===== config.mk =====
export PLATFORM = sky130hd
export DESIGN_NAME = multicycle_controller
export DESIGN_NICKNAME = d
export VERILOG_FILES = /design/src/rtl/multicycle_controller.sv
export SDC_FILE = /design/constraint.sdc
export NUM_CORES = 1
export LEC_CHECK = 0
export BUFFER_PORTS_ARGS = -buffer_cell sky130_fd_sc_hd__buf_2
export CORE_MARGIN = 5
export CORE_UTILIZATION = 46
export CTS_BUF_LIST = sky130_fd_sc_hd__clkbuf_4 sky130_fd_sc_hd__clkbuf_8
export CTS_CLUSTER_SIZE = 8
export DETAILED_ROUTE_END_ITERATION = 10
export PLACE_DENSITY_LB_ADDON = 0.15
export SETUP_SLACK_MARGIN = 0.02
export SYNTH_ARGS = -nofsm -noshare
export SYNTH_HDL_FRONTEND = slang
export SYNTH_SLANG_ARGS = --single-unit

===== constraint.sdc =====
create_clock -name clock -period 1.71 [get_ports clock]
set_input_delay 0.171 -clock clock [delete_from_list [all_inputs] [get_ports clock]]
set_output_delay 0.171 -clock clock [all_outputs]
set_load 0.02 [all_outputs]

===== src/rtl/multicycle_controller.sv =====
// Control FSM for a multi-cycle RV32I datapath sharing one single-ported memory.
// The state, illegal and mem_err are registered. The strobes are decoded combinationally from the state and the inputs.
module multicycle_controller #(
  parameter int MEM_TIMEOUT = 0,
  parameter int TMO_W       = 8
) (
  input  logic       clock,
  input  logic       reset,
  input  logic [6:0] opcode,
  input  logic [2:0] funct3,
  input  logic       funct7_5,
  input  logic       br_taken,
  input  logic       mem_ready,
  output logic       mem_req,
  output logic       mem_we,
  output logic       addr_sel,
  output logic       ir_wr,
  output logic       pc_wr,
  output logic       reg_wr,
  output logic [1:0] wb_sel,
  output logic       alu_a_sel,
  output logic [1:0] alu_b_sel,
  output logic [3:0] alu_op,
  output logic       instr_done,
  output logic       illegal,
  output logic       mem_err,
  output logic [2:0] state_o
);

  typedef enum logic [2:0] {
    S_FETCH   = 3'd0,
    S_DECODE  = 3'd1,
    S_EXECUTE = 3'd2,
    S_MEM     = 3'd3,
    S_WB      = 3'd4,
    S_TRAP    = 3'd5
  } state_t;

  localparam logic [6:0] OP_R     = 7'b0110011;
  localparam logic [6:0] OP_I     = 7'b0010011;
  localparam logic [6:0] OP_LOAD  = 7'b0000011;
  localparam logic [6:0] OP_STORE = 7'b0100011;
  localparam logic [6:0] OP_BR    = 7'b1100011;
  localparam logic [6:0] OP_JAL   = 7'b1101111;
  localparam logic [6:0] OP_JALR  = 7'b1100111;
  localparam logic [6:0] OP_LUI   = 7'b0110111;
  localparam logic [6:0] OP_AUIPC = 7'b0010111;

  localparam logic [3:0] ALU_ADD  = 4'd0;
  localparam logic [3:0] ALU_SUB  = 4'd1;
  localparam logic [3:0] ALU_SLL  = 4'd2;
  localparam logic [3:0] ALU_SLT  = 4'd3;
  localparam logic [3:0] ALU_SLTU = 4'd4;
  localparam logic [3:0] ALU_XOR  = 4'd5;
  localparam logic [3:0] ALU_SRL  = 4'd6;
  localparam logic [3:0] ALU_SRA  = 4'd7;
  localparam logic [3:0] ALU_OR   = 4'd8;
  localparam logic [3:0] ALU_AND  = 4'd9;
  localparam logic [3:0] ALU_PASS = 4'd10;

  state_t           state;
  logic [TMO_W-1:0] wait_cnt;
  logic             legal;
  logic             is_store;
  logic             is_mem;
  logic             is_jump;
  logic             timeout_hit;

  // sub_en selects SUB for funct3=000, sra_en selects SRA for funct3=101
  function automatic logic [3:0] f3_op(input logic [2:0] f3, input logic sub_en,
                                       input logic sra_en);
    case (f3)
      3'b000:  f3_op = sub_en ? ALU_SUB : ALU_ADD;
      3'b001:  f3_op = ALU_SLL;
      3'b010:  f3_op = ALU_SLT;
      3'b011:  f3_op = ALU_SLTU;
      3'b100:  f3_op = ALU_XOR;
      3'b101:  f3_op = sra_en ? ALU_SRA : ALU_SRL;
      3'b110:  f3_op = ALU_OR;
      default: f3_op = ALU_AND;
    endcase
  endfunction

  assign legal = (opcode == OP_R) || (opcode == OP_I) || (opcode == OP_LOAD) ||
                 (opcode == OP_STORE) || (opcode == OP_BR) || (opcode == OP_JAL) ||
                 (opcode == OP_JALR) || (opcode == OP_LUI) || (opcode == OP_AUIPC);
  assign is_store = (opcode == OP_STORE);
  assign is_mem   = (opcode == OP_LOAD) || is_store;
  assign is_jump  = (opcode == OP_BR) || (opcode == OP_JAL) || (opcode == OP_JALR);

  // MEM_TIMEOUT wait cycles are tolerated; the next still-unready cycle traps
  assign timeout_hit = (MEM_TIMEOUT != 0) && !mem_ready &&
                       (wait_cnt >= TMO_W'(MEM_TIMEOUT));

  assign state_o = state;

  always_ff @(posedge clock or posedge reset) begin
    if (reset) begin
      state    <= S_FETCH;
      wait_cnt <= '0;
      illegal  <= 1'b0;
      mem_err  <= 1'b0;
    end else begin
      case (state)
        S_FETCH, S_MEM: begin
          if (mem_ready) begin
            if (state == S_FETCH) begin
              state <= S_DECODE;
            end else if (is_store) begin
              state    <= S_FETCH;
              wait_cnt <= '0;
            end else begin
              state <= S_WB;
            end
          end else if (timeout_hit) begin
            state   <= S_TRAP;
            mem_err <= 1'b1;
          end else if (wait_cnt != '1) begin
            wait_cnt <= wait_cnt + 1'b1;
          end
        end
        S_DECODE: begin
          if (legal) begin
            state <= S_EXECUTE;
          end else begin
            state   <= S_TRAP;
            illegal <= 1'b1;
          end
        end
        S_EXECUTE: begin
          wait_cnt <= '0;
          if (is_mem)       state <= S_MEM;
          else if (is_jump) state <= S_FETCH;
          else              state <= S_WB;
        end
        S_WB: begin
          state    <= S_FETCH;
          wait_cnt <= '0;
        end
        default: state <= S_TRAP;
      endcase
    end
  end

  always_comb begin
    mem_req    = 1'b0;
    mem_we     = 1'b0;
    addr_sel   = 1'b0;
    ir_wr      = 1'b0;
    pc_wr      = 1'b0;
    reg_wr     = 1'b0;
    wb_sel     = 2'd0;
    alu_a_sel  = 1'b0;
    alu_b_sel  = 2'd0;
    alu_op     = ALU_ADD;
    instr_done = 1'b0;
    if (!reset) begin
      case (state)
        S_FETCH: begin
          mem_req = 1'b1;
          ir_wr   = mem_ready;
        end
        S_EXECUTE: begin
          case (opcode)
            OP_R:  alu_op = f3_op(funct3, funct7_5, funct7_5);
            OP_I: begin
              alu_b_sel = 2'd1;
              alu_op    = f3_op(funct3, 1'b0, funct7_5);
            end
            OP_LUI: begin
              alu_b_sel = 2'd1;
              alu_op    = ALU_PASS;
            end
            OP_AUIPC: begin
              alu_a_sel = 1'b1;
              alu_b_sel = 2'd1;
            end
            OP_BR: begin
              alu_a_sel  = 1'b1;
              alu_b_sel  = br_taken ? 2'd1 : 2'd2;
              pc_wr      = 1'b1;
              instr_done = 1'b1;
            end
            OP_JAL, OP_JALR: begin
              alu_a_sel  = (opcode == OP_JAL);
              alu_b_sel  = 2'd1;
              pc_wr      = 1'b1;
              reg_wr     = 1'b1;
              wb_sel     = 2'd2;
              instr_done = 1'b1;
            end
            default: alu_b_sel = 2'd1;
          endcase
        end
        S_MEM: begin
          mem_req  = 1'b1;
          addr_sel = 1'b1;
          mem_we   = is_store;
          if (mem_ready && is_store) begin
            alu_a_sel  = 1'b1;
            alu_b_sel  = 2'd2;
            pc_wr      = 1'b1;
            instr_done = 1'b1;
          end
        end
        S_WB: begin
          reg_wr     = 1'b1;
          wb_sel     = (opcode == OP_LOAD) ? 2'd1 : 2'd0;
          alu_a_sel  = 1'b1;
          alu_b_sel  = 2'd2;
          pc_wr      = 1'b1;
          instr_done = 1'b1;
        end
        default: ;
      endcase
    end
  end

endmodule


# After elaboration in Yosys (flattened, before gate mapping)
# Cells that the tools add are included.
dict set report op_classes {
  n_eq_ne 20
  mux 41
  bitwise 1
  n_reduce_logical 19
}
# cell count
set op_table {}
lappend op_table {{$pmux 4 s7} 2}
lappend op_table {{$eq 7x6->1 const B} 3}
lappend op_table {{$eq 7x7->1 const B} 3}
lappend op_table {{$mux 3} 6}
lappend op_table {{$mux 1} 17}
lappend op_table {{$eq 7x5->1 const B} 2}
lappend op_table {{$eq 3x2->1 const B} 4}
lappend op_table {{$eq 3x3->1 const B} 4}
lappend op_table {{$pmux 3 s4} 1}
lappend op_table {{$pmux 4 s3} 1}
lappend op_table {{$logic_or 1x1->1} 11}
lappend op_table {{$mux 2} 5}
lappend op_table {{$mux 4} 2}
lappend op_table {{$pmux 2 s2} 2}
lappend op_table {{$eq 7x2->1 const B} 1}
lappend op_table {{$eq 3x1->1 const B} 2}
lappend op_table {{$logic_not 3->1} 2}
lappend op_table {{$pmux 1 s3} 2}
lappend op_table {{$pmux 2 s3} 1}
lappend op_table {{$reduce_or 2->1} 3}
lappend op_table {{$pmux 1 s2} 2}
lappend op_table {{$reduce_or 3->1} 1}
lappend op_table {{$ne 2x1->1 const B} 1}
lappend op_table {{$reduce_and 2->1} 1}
lappend op_table {{2 further kinds} 2}
dict set report totals {
  regBits 4
  wordCells 83
}

# Depth between registers and ports, before layout
dict set report depth {
  depth_word 11
  mapped_depth 6
  mapped_depth_nobuf 5
}

# Least setup slack after synthesis
# OpenSTA, ideal clock, no wires.
dict set report synth_timing {
  path_kind {reg2out}
  startpoint {register state[0] (netlist: state_o[0])}
  endpoint {output port pc_wr}
  arrival_time_ps 1790
  required_time_ps 1539
  path_slack_ps -251
  path_stages_with_launch 6
  cell_sequence {dfrtp_1 -> buf_6 -> nor3_1 -> o21ai_0 -> a21oi_1 -> buf_4}
}
dict set report synth_via {
  elab_chain_len 3
  word_cells_on_any_way 5
  cone_classes {eq/ne: 3; mux: 2}
}
# item line_no
set synth_lines {}
lappend synth_lines {{from (decl)} 61} ;# state_t state;
lappend synth_lines {{from (signal assigned)} 99} ;# state <= S_FETCH;
lappend synth_lines {{from (signal assigned)} 108} ;# state <= S_DECODE;
lappend synth_lines {{from (signal assigned)} 110} ;# state <= S_FETCH;
lappend synth_lines {{$eq 3x3->1 / $eq 3x2->1 (equally long branches)} --}
lappend synth_lines {{$pmux 1 s3 (*)} --}
lappend synth_lines {{$mux 1 (*)} --}
lappend synth_lines {{to (decl)} 18} ;# output logic pc_wr,
# Mark *: on every way between the ends. The rest lies on a longest branch, timed or not.

# Final worst setup path
dict set report layout_timing {
  startpoint {register state[2] (netlist: state_o[2])}
  endpoint {output port reg_wr}
}
dict set report layout_via {
  elab_chain_len 3
  word_cells_on_any_way 4
  cone_classes {eq/ne: 2; mux: 2}
}
# item line_no
set layout_lines {}
lappend layout_lines {{$eq 3x3->1 / $eq 3x2->1 (equally long branches)} --}
lappend layout_lines {{$pmux 1 s2 (*)} 158} ;# case (state)
lappend layout_lines {{$mux 1 (*)} 157} ;# if (!reset) begin
lappend layout_lines {{to (decl)} 19} ;# output logic reg_wr,
# Marked as above.

==> qor.csv <==
stage;metric;value;unit
drt;drc;0;
timing;holdWs;0.2560;ns
yosys;synthCells;97;
timing;layout_setup_ws;-0.1622;ns
yosys;synth_top_family_by_area;simple AND/OR/NAND/NOR gates;
cts;cts_buffer_depth;2;
yosys;synth_edf_count;0;
global_routing;grt_max_degree;9;
layout;finalNonFillerCells;158;
floorplan;die_w;48.15;microns
setup_path;slowest_delay;0.46;ns
setup_path;cp_slowest_cell;dfrtp_2;
drt;dr.pass1.iters;5;
yosys;synth-compound-area-share;30.09;%
global_routing;grt.total_usage;23.14;%
floorplan;die_area;2318;sq um
min_path;hp-class;in2reg;
yosys;synth_adder_area_share;0;%
layout;fin_area;1050;sq um
layout;fillCellCount;92;
drt;drt_iter0_drc;18;
timing;setup_viol;9;
timing;fmax;534.1;MHz
global_routing;grt_pass1_wl;3767;microns
setup_path;crit_path_end_kind;output port;
cts;root_buffer;clkbuf_4;
cts;cts_sinks;4;
yosys;syn-num-nets;112;
timing;finalMaxSlewViolations;0;
drt;detail-route-antenna-nets;0;
setup_path;arrival;1.70;ns
drt;viasPerCell;6.133;
drt;wl_per_cell;15.97;microns
setup_path;crit_required;1.54;ns
layout;drive_gt1_share;52.45;%
cts;cts_htree_levels;1;
place;dp_cells;148;
drt;dr_total_vias;969;
yosys;yosys-top-cells-area;dfrtp_1, nand2_1, o21ai_0;
place;gp_congestion;0.9799;
yosys;netlist-cell-type-count;41;
timing;final_hold_viol_count;0;
yosys;synthMuxAreaShare;1.682;%
power;p_per_area;842.9;nW/um^2
yosys;synth-async-reset-ratio;100.0;%
setup_path;crit_type;reg2out;
yosys;synthSimpleGateAreaFrac;44.30;%
setup_path;cp-start-kind;register;
yosys;yosysTopAreaCell;dfrtp_1;
run_status;violations;setup timing;
yosys;avgSynthCellArea;6.901;sq um
yosys;yosys.area.top_type_share;14.95;%
floorplan;ioPinCount;36;
setup_path;cp_cell_sequence;inv_1 -> nand2_1 -> nor3_1 -> a21oi_1 -> nor3_1 -> buf_2;
floorplan;die_y;48.15;microns
global_routing;grt_pass1_vias;865;
floorplan;floorplan.initialDensity;50.19;%
place;portBuffers;34;
setup_path;critPathMostFrequentCell;nor3_1;
yosys;synth-seq-cells;4;
timing;skew;0.004196;ns
drt;drt_wl_total;2524;microns
cts;clk_latency;0.23;ns
timing;min_period;1.872;ns
layout;layout.nets;160;
layout;n_antenna_cell;0;
cts;cts_tree;done;
layout;syn_to_final_growth;56.82;%
run_status;outcome;complete, but fails checks;
yosys;synth_flop_cell;dfrtp_1;
yosys;yosysWarnings;0;
cts;clkSlewWorstSetupHoldPaths;0.03;ns
yosys;synth_area;669.4;sq um
cts;cts-buffers-inserted;3;
global_routing;antenna_found_initial;0;
floorplan;core;1334;sq um
setup_path;critPathMaxFanout;6;
place;pre_cts_ws;-0.04138;ns
yosys;synth-xor-area-share;0;%
place;hpwlAfterDp;1816;microns
floorplan;row_count;13;
timing;grt_setup_unrepaired;true;
power;total_leakage_power;0.5112;nW
place;placedInstanceArea;898.4;sq um
timing;timing.final.crit_share;109.5;%
power;irDropWorstVdd;0.7417;mV
global_routing;overflow;0;
job;drv_cap;0;
yosys;synth-seq-area-share;14.95;%
## final cells by class
cell class                      count  area, sq um  area share [%]
Multi-Input combinational cell     83        580.6           55.30
Timing Repair Buffer               48        305.3           29.08
Sequential cell                     4        103.9           9.893
Clock buffer                        3        22.52           2.145
Inverter                            5        18.77           1.788
Tap cell                           15        18.77           1.788
## flip-flops by register name, summed over array words and instances, names as in the netlist
name	count
state_o	3
illegal	1
## through the flow
stage	setup TNS, ns	power [mW]	utilization, %
floorplan	-0.008692	0.5059	-
global placement	0	0.6053	67.35
detailed placement	-0.04138	0.6151	67.35
CTS	-0.2348	0.8317	76.74
global route	-1.591	0.9461	78.71
finish	-0.7026	0.8848	78.71
## synth_stat cells, drive strengths merged (2+ instances only)
master	n
dfrtp	4
nand2	12
nand2b	3
nand4	2
or2	2
inv	5
buf	4
nor3b	2
o21a	3
o22ai	3
a211oi	2
and2	5
nor2	9
a21oi	5
nor3	6
nor2b	2
o21ai	8
and3	4
## cell families after synthesis
kind of cell,Yosys count
other,1
and+or+nand+nor,53
DFF,4
AOI/OAI and AO/OA,28
buffers and inverters,10
muxes,1
## cells in the final DEF (no fill, tap or decap), drive strengths merged, types with 3 or more instances in the layout
cell / instances
a21oi: 5
and2: 5
and3: 4
buf: 47
clkbuf: 3
dfrtp: 4
inv: 5
nand2: 12
nand2b: 3
nor2: 9
nor3: 6
o21a: 3
o21ai: 8
o22ai: 3
## worst max-delay path: cells and delay by family (launching register included)
family	cells	cell delay, ns
AND/OR/NAND/NOR	3	0.54
flip-flops	1	0.46
buffers and inverters	2	0.40
AO/OA/AOI/OAI	1	0.07
## report_power, final
| part | switching [mW] | internal [mW] | leakage [nW] |
|---|---|---|---|
| registers | 0.0729 | 0.128 | 0.0398 |
| logic | 0.324 | 0.247 | 0.458 |
| clock network | 0.0347 | 0.0782 | 0.0138 |
## what timing repair did
action	in CTS	in global routing
setup endpoints to repair	10	12
pin swaps	11	2
cloned	0	0
setup buffers	6	1
resized for setup	19	6
hold endpoints to repair	4	0
hold buffers	1	0
## routing by layer
metal	share of wire (%)	GRT usage, %
met5	0	0
met1	36	28.67
met2	48	39.06
met4	4.2	7.527
met3	11	5.535
## final timing paths
check,cells after the start,slack [ns],start,endpoint
max in group asynchronous,3,1.00,reset,state_o[2]$_DFFE_PP0P_
min in group asynchronous,3,0.51,reset,state_o[0]$_DFFE_PP0P_
min,2,0.26,mem_ready,state_o[2]$_DFFE_PP0P_
max reg2reg,6,0.30,state_o[1]$_DFFE_PP0P_,state_o[2]$_DFFE_PP0P_
min reg2reg,1,0.45,illegal$_DFFE_PP0P_,illegal$_DFFE_PP0P_
max,6,-0.16,state_o[2]$_DFFE_PP0P_,reg_wr
No activity file was read; power rests on OpenSTA's default activity.
